[config.mk]
export PLATFORM = sky130hd
export DESIGN_NAME = instr_fetch_unit
export DESIGN_NICKNAME = d
export VERILOG_FILES = /design/src/rtl/instr_fetch_unit.sv
export SDC_FILE = /design/constraint.sdc
export NUM_CORES = 1
export LEC_CHECK = 0
export BUFFER_PORTS_ARGS = -buffer_cell sky130_fd_sc_hd__buf_2
export CAP_MARGIN = 40
export CORE_MARGIN = 2
export CORE_UTILIZATION = 48
export CTS_BUF_LIST = sky130_fd_sc_hd__clkbuf_4 sky130_fd_sc_hd__clkbuf_8 sky130_fd_sc_hd__clkbuf_16
export DETAILED_ROUTE_END_ITERATION = 8
export PLACE_DENSITY = 0.82
export SKIP_CTS_REPAIR_TIMING = 1
export SLEW_MARGIN = 20
export SYNTH_ARGS = -nofsm -noshare
export SYNTH_HDL_FRONTEND = slang
export SYNTH_SLANG_ARGS = --single-unit
export TNS_END_PERCENT = 5
[constraint.sdc]
create_clock -name clk -period 3.18 [get_ports clk]
set_clock_uncertainty 0.2 [all_clocks]
set_input_delay 0.318 -clock clk [delete_from_list [all_inputs] [get_ports clk]]
set_output_delay 0.318 -clock clk [all_outputs]
set_load 0.02 [all_outputs]
[src/rtl/instr_fetch_unit.sv]
// Fetch stage: drives instruction memory, buffers words in a small prefetch FIFO.
// Optional FETCH_PERF_EN adds a saturating decode-stall counter (stall_cnt).
module instr_fetch_unit #(
    parameter int ADDR_W = 6,
    parameter int INSTR_W = 32,
    parameter int FIFO_DEPTH = 2,
    parameter logic [INSTR_W-1:0] HALT_WORD = {INSTR_W{1'b1}}
) (
    input  logic               clk,
    input  logic               rst_n,
    output logic               imem_rd_en,
    output logic [ADDR_W-1:0]  imem_addr,
    input  logic [INSTR_W-1:0] imem_rdata,
    input  logic               redir_valid,
    input  logic [ADDR_W-1:0]  redir_pc,
    output logic               out_valid,
    output logic [INSTR_W-1:0] out_instr,
    output logic [ADDR_W-1:0]  out_pc,
    input  logic               out_ready,
    output logic               halted
`ifdef FETCH_PERF_EN
    ,
    output logic [15:0]        stall_cnt
`endif
);

    localparam int PW = $clog2(FIFO_DEPTH);
    localparam int CW = PW + 1;

    logic [ADDR_W-1:0]  r_pc;
    logic [ADDR_W-1:0]  r_rsp_pc;
    logic               r_inflight;
    logic               r_halt_pending;
    logic               r_halted;
    logic [INSTR_W-1:0] r_mem_instr [FIFO_DEPTH];
    logic [ADDR_W-1:0]  r_mem_pc [FIFO_DEPTH];
    logic [PW-1:0]      r_wptr;
    logic [PW-1:0]      r_rptr;
    logic [CW-1:0]      r_count;

    logic               w_redir;
    logic               w_rsp_halt;
    logic               w_set_halt;
    logic               w_push;
    logic               w_pop;
    logic               w_issue;
    logic [CW-1:0]      w_used;

    // Redirects are ignored once halted; a response in a redirect cycle is dropped.
    assign w_redir    = redir_valid & ~r_halted;
    assign w_rsp_halt = r_inflight & (imem_rdata == HALT_WORD);
    assign w_set_halt = w_rsp_halt & ~w_redir;
    assign w_push     = r_inflight & ~w_redir & ~w_rsp_halt;
    assign w_pop      = out_valid & out_ready;

    // Slots committed after this cycle; a same-cycle pop frees a slot for issue.
    assign w_used  = r_count + CW'(r_inflight) - CW'(w_pop);
    // A HALT arriving this cycle also blocks issue so no stray word follows it.
    assign w_issue = rst_n & ~r_halt_pending & ~r_halted & ~redir_valid
                   & ~w_set_halt & (w_used < CW'(FIFO_DEPTH));

    assign imem_rd_en = w_issue;
    assign imem_addr  = r_pc;
    assign out_valid  = (r_count != '0);
    assign out_instr  = out_valid ? r_mem_instr[r_rptr] : '0;
    assign out_pc     = out_valid ? r_mem_pc[r_rptr] : '0;
    assign halted     = r_halted;

    // Program counter and the single outstanding read.
    always_ff @(posedge clk or negedge rst_n) begin
        if (!rst_n) begin
            r_pc       <= '0;
            r_rsp_pc   <= '0;
            r_inflight <= 1'b0;
        end else begin
            r_inflight <= w_issue;
            if (w_issue) begin
                r_rsp_pc <= r_pc;
            end
            if (w_redir) begin
                r_pc <= redir_pc;
            end else if (w_issue) begin
                r_pc <= r_pc + ADDR_W'(1);
            end
        end
    end

    // FIFO storage; contents are only observed through valid entries.
    always_ff @(posedge clk) begin
        if (w_push) begin
            r_mem_instr[r_wptr] <= imem_rdata;
            r_mem_pc[r_wptr]    <= r_rsp_pc;
        end
    end

    // FIFO pointers and occupancy, flushed by a redirect.
    always_ff @(posedge clk or negedge rst_n) begin
        if (!rst_n) begin
            r_wptr  <= '0;
            r_rptr  <= '0;
            r_count <= '0;
        end else if (w_redir) begin
            r_wptr  <= '0;
            r_rptr  <= '0;
            r_count <= '0;
        end else begin
            if (w_push) begin
                r_wptr <= r_wptr + PW'(1);
            end
            if (w_pop) begin
                r_rptr <= r_rptr + PW'(1);
            end
            r_count <= r_count + CW'(w_push) - CW'(w_pop);
        end
    end

    // HALT tracking: pending until the FIFO drains, then sticky halted.
    always_ff @(posedge clk or negedge rst_n) begin
        if (!rst_n) begin
            r_halt_pending <= 1'b0;
            r_halted       <= 1'b0;
        end else if (w_redir) begin
            r_halt_pending <= 1'b0;
        end else begin
            if (w_set_halt) begin
                r_halt_pending <= 1'b1;
            end
            if (r_halt_pending && (r_count == '0)) begin
                r_halted <= 1'b1;
            end
        end
    end

`ifdef FETCH_PERF_EN
    logic [15:0] r_stall_cnt;

    // Count cycles where decode holds off a valid instruction.
    always_ff @(posedge clk or negedge rst_n) begin
        if (!rst_n) begin
            r_stall_cnt <= '0;
        end else if (!r_halted && out_valid && !out_ready
                     && (r_stall_cnt != 16'hFFFF)) begin
            r_stall_cnt <= r_stall_cnt + 16'd1;
        end
    end

    assign stall_cnt = r_stall_cnt;
`endif

endmodule

==> impl_metrics.prom <==
# TYPE chip_impl_metric gauge
chip_impl_info{name="rr_startpoint",value="r_inflight"} 1
chip_impl_metric{name="design.core.area",unit="µm²"} 8090
chip_impl_info{name="cp_cell_sequence",value="nor2_4 -> inv_1 -> and2_1 -> ha_1 -> and2b_2 -> xnor2_2 -> and3_4 -> nand2_4 -> inv_2 -> buf_2"} 1
chip_impl_metric{name="cts_made_buffers",unit=""} 9
chip_impl_metric{name="iter_0_drt_violations",unit=""} 80
chip_impl_metric{name="cts_buffer_depth",unit=""} 2
chip_impl_info{name="worstSetupStartpointType",value="flop"} 1
chip_impl_metric{name="postSynthNetCount",unit=""} 316
chip_impl_metric{name="syn-mean-instance-area",unit="µm²"} 14.6
chip_impl_metric{name="io_buffer_count",unit=""} 88
chip_impl_metric{name="fmax",unit="MHz"} 341
chip_impl_metric{name="cellLeakagePower",unit="nW"} 2.02
chip_impl_metric{name="min_period",unit="ps"} 2940
chip_impl_metric{name="areaGrowthSynthToFinish",unit="%"} 29.3
chip_impl_metric{name="die_width",unit="µm"} 94.7
chip_impl_metric{name="first_global_vias",unit=""} 2393
chip_impl_metric{name="num_rows",unit=""} 33
chip_impl_metric{name="critical_path.max_fanout",unit=""} 8
chip_impl_metric{name="final-hold-violation-count",unit=""} 2
chip_impl_metric{name="max-cap-violations",unit=""} 0
chip_impl_metric{name="delay_of_the_slowest_cell_on_the_worst_path",unit="ps"} 440
chip_impl_info{name="synth_top_cell_by_area",value="edfxtp_1"} 1
chip_impl_metric{name="detail_route.first_pass.iterations",unit=""} 5
chip_impl_metric{name="max_slew_vio_count",unit=""} 0
chip_impl_metric{name="start_util",unit="%"} 48.8
chip_impl_info{name="endpoint_kind",value="output port"} 1
chip_impl_metric{name="avgRoutedWirePerCell",unit="µm"} 15.8
chip_impl_metric{name="num_io_pins",unit=""} 89
chip_impl_metric{name="dp_hpwl",unit="µm"} 5250
chip_impl_metric{name="finish.cell_count_without_fillers",unit=""} 506
chip_impl_info{name="violations",value="negative hold slack"} 1
chip_impl_metric{name="insertion_delay",unit="ps"} 350
chip_impl_metric{name="async_reset_ff_share",unit="%"} 20.0
chip_impl_metric{name="sequential_cell_area_fraction_in_the_yosys_report",unit="%"} 69.8
chip_impl_metric{name="finish.net_count",unit=""} 442
chip_impl_info{name="synthMostInstantiatedCell",value="edfxtp_1"} 1
chip_impl_metric{name="max_slew.worst_pin.slew",unit="ps"} 847
chip_impl_metric{name="largest_net_degree_at_the_start_of_global_routing",unit=""} 40
chip_impl_info{name="most_common_library_cells_after_synthesis",value="76 x edfxtp_1, 46 x nor2_1, 38 x mux2i_1"} 1
chip_impl_metric{name="fin_setup_tns",unit="ps"} 0
chip_impl_info{name="yosys_most_used_dff",value="edfxtp_1"} 1
chip_impl_metric{name="final_layout_size_suffix_gt1_share",unit="%"} 32.4
chip_impl_metric{name="critPathArrivalTime",unit="ps"} 2420
chip_impl_metric{name="clk_transition_reported_paths",unit="ps"} 80
chip_impl_info{name="min_path_type",value="primary input to flop"} 1
chip_impl_metric{name="die-area",unit="µm²"} 8970
chip_impl_metric{name="grt_antenna_before_repair",unit=""} 0
chip_impl_metric{name="cts-htree-levels",unit=""} 3
chip_impl_metric{name="total_standard_cell_area_after_synthesis",unit="µm²"} 3950
chip_impl_metric{name="gr-total-overflow",unit=""} 0
chip_impl_metric{name="hold_ws",unit="ps"} -5.32
chip_impl_metric{name="gp_routability_congestion",unit=""} 0.829
chip_impl_metric{name="cp_data_required_time",unit="ps"} 2660
chip_impl_info{name="hold_path_startpoint",value="redir_pc[1]"} 1
chip_impl_metric{name="syn_inst",unit=""} 270
chip_impl_info{name="run_status",value="complete, but fails checks"} 1
chip_impl_info{name="cpLargestDelayFamily",value="simple AND/OR/NAND/NOR gates"} 1
chip_impl_metric{name="synth.ff_latch_count",unit=""} 95
chip_impl_metric{name="number_of_flops_mapped_to_enable_cells_by_yosys",unit=""} 76
chip_impl_metric{name="die_height",unit="µm"} 94.7
chip_impl_metric{name="drtAntennaViolNets",unit=""} 0
chip_impl_metric{name="finalCritPeriodShare",unit="%"} 92.3
chip_impl_metric{name="fillCellCount",unit=""} 644
chip_impl_metric{name="crit_buf_inv",unit=""} 3
chip_impl_metric{name="num_antenna_cells",unit=""} 0
chip_impl_metric{name="drt-vias-per-instance",unit=""} 5.17
chip_impl_metric{name="setup_viol",unit=""} 0
chip_impl_metric{name="peakVddDrop",unit="mV"} 0.378
chip_impl_metric{name="slew_headroom",unit="%"} 43.3
chip_impl_info{name="netlist_top_cells_area",value="edfxtp_1 58%, dfrtp_1 12%, mux2i_1 9.6%, nor2_1 4.4%, mux2_2 1.7%"} 1
chip_impl_metric{name="synthDistinctLibCells",unit=""} 37
chip_impl_metric{name="ys.warnings.count",unit=""} 0
chip_impl_info{name="crit_slowest_cell",value="dfrtp_1"} 1
chip_impl_metric{name="wire_length_of_the_first_global_routing_pass",unit="µm"} 11800
chip_impl_metric{name="cell_pwr_density",unit="nW/µm²"} 787
chip_impl_info{name="tritoncts",value="yes"} 1
chip_impl_metric{name="vias",unit=""} 2617
chip_impl_info{name="grt_setup_unrepaired",value="no"} 1
chip_impl_metric{name="global_route.usage.total",unit="%"} 18.2
chip_impl_metric{name="placedCellCount",unit=""} 457
chip_impl_metric{name="postLayoutSetupSlackWorst",unit="ps"} 244
chip_impl_metric{name="wirelength",unit="µm"} 7990
chip_impl_metric{name="preCtsSetupSlack",unit="ps"} 459
chip_impl_metric{name="detail_route.drc_violations",unit=""} 0
chip_impl_info{name="setup.worst_path.start",value="r_count[1]"} 1
chip_impl_info{name="worst-setup-path-type",value="flop to output port"} 1
chip_impl_metric{name="synth_top_cell_area_share",unit="%"} 57.8
chip_impl_metric{name="clock_sinks",unit=""} 95
chip_impl_metric{name="utilization",unit="%"} 63.1
chip_impl_info{name="clock_root_cell",value="clkbuf_8"} 1
[report_power, final]
group          internal [mW]  switching [mW]  leakage [nW]
Combinational          0.577           0.892         0.989
Sequential              1.54           0.162         0.921
Clock                  0.462           0.390         0.111
[worst reg2reg max path, delay by kind of cell (launching register included)]
family | cells | cell delay, ps
buffers and inverters | 2 | 120
XOR/XNOR | 2 | 340
AND/OR/NAND/NOR | 4 | 850
AO/OA/AOI/OAI | 1 | 200
adder cells (fa/ha/maj) | 2 | 370
flip-flops | 1 | 430
[sequential cells by signal, indices dropped and copies added, names as in the netlist]
name,flops
r_mem_instr,64
r_mem_pc,12
imem_addr,6
r_rsp_pc,6
r_count,2
halted,1
r_halt_pending,1
r_inflight,1
r_rptr,1
r_wptr,1
[area by class of cell]
class	instances	area [µm²]	area share [%]
Timing Repair Buffer	126	833	16.3
Sequential cell	95	2760	54.0
Clock buffer	11	139	2.72
Multi-Input combinational cell	157	1140	22.3
Clock inverter	5	81.3	1.59
Tap cell	105	131	2.57
Inverter	7	26.3	0.514
[metrics by stage]
stage,area (µm²),power (mW)
floorplan,3950,2.68
global placement,4560,3.14
detailed placement,4560,3.17
CTS,4780,4.02
global route,5110,4.23
finish,5110,4.02
[per-layer routing]
metal | wire, µm | global-route usage (%)
met2 | 4310 | 32.0
met1 | 3190 | 21.5
met5 | 0 | 0
met4 | 116 | 7.37
met3 | 368 | 4.23
[cell families (layout without fill, tap and decap cells)]
kind of cell             after synthesis  in the layout  synth area share [%]
AO/OA/AOI/OAI                         14             14                  2.63
XOR/XNOR                               6              6                  1.52
adder cells (fa/ha/maj)                4              4                  1.27
buffers and inverters                 18            149                  1.84
flip-flops                            95             95                  69.8
multiplexers                          44             44                  11.3
AND/OR/NAND/NOR                       89             89                  11.6
[path summary, 6_finish.rpt]
check,to,slack [ps],depth (start not counted)
worst max-delay path,imem_rd_en,240,10
worst min-delay path,imem_addr[1],-5,3
worst max register to register,r_count[1],530,11
worst min register to register,r_mem_pc[0][2],270,0
max in group asynchronous,r_rptr,2180,2
min in group asynchronous,imem_addr[5],250,2
[cell usage in the layout (no fill, tap or decap), types with 5 or more instances in the layout]
cell and instances:
buf_2 88, edfxtp_1 76, nor2_1 45, mux2i_1 38
dlygate4sd3_1 33, dfrtp_1 18, clkbuf_8 9, nand4_1 8
nand2_1 7, inv_1 6, mux2_2 6, o211ai_1 5
Note: power is estimated with default switching activity, not from simulation.
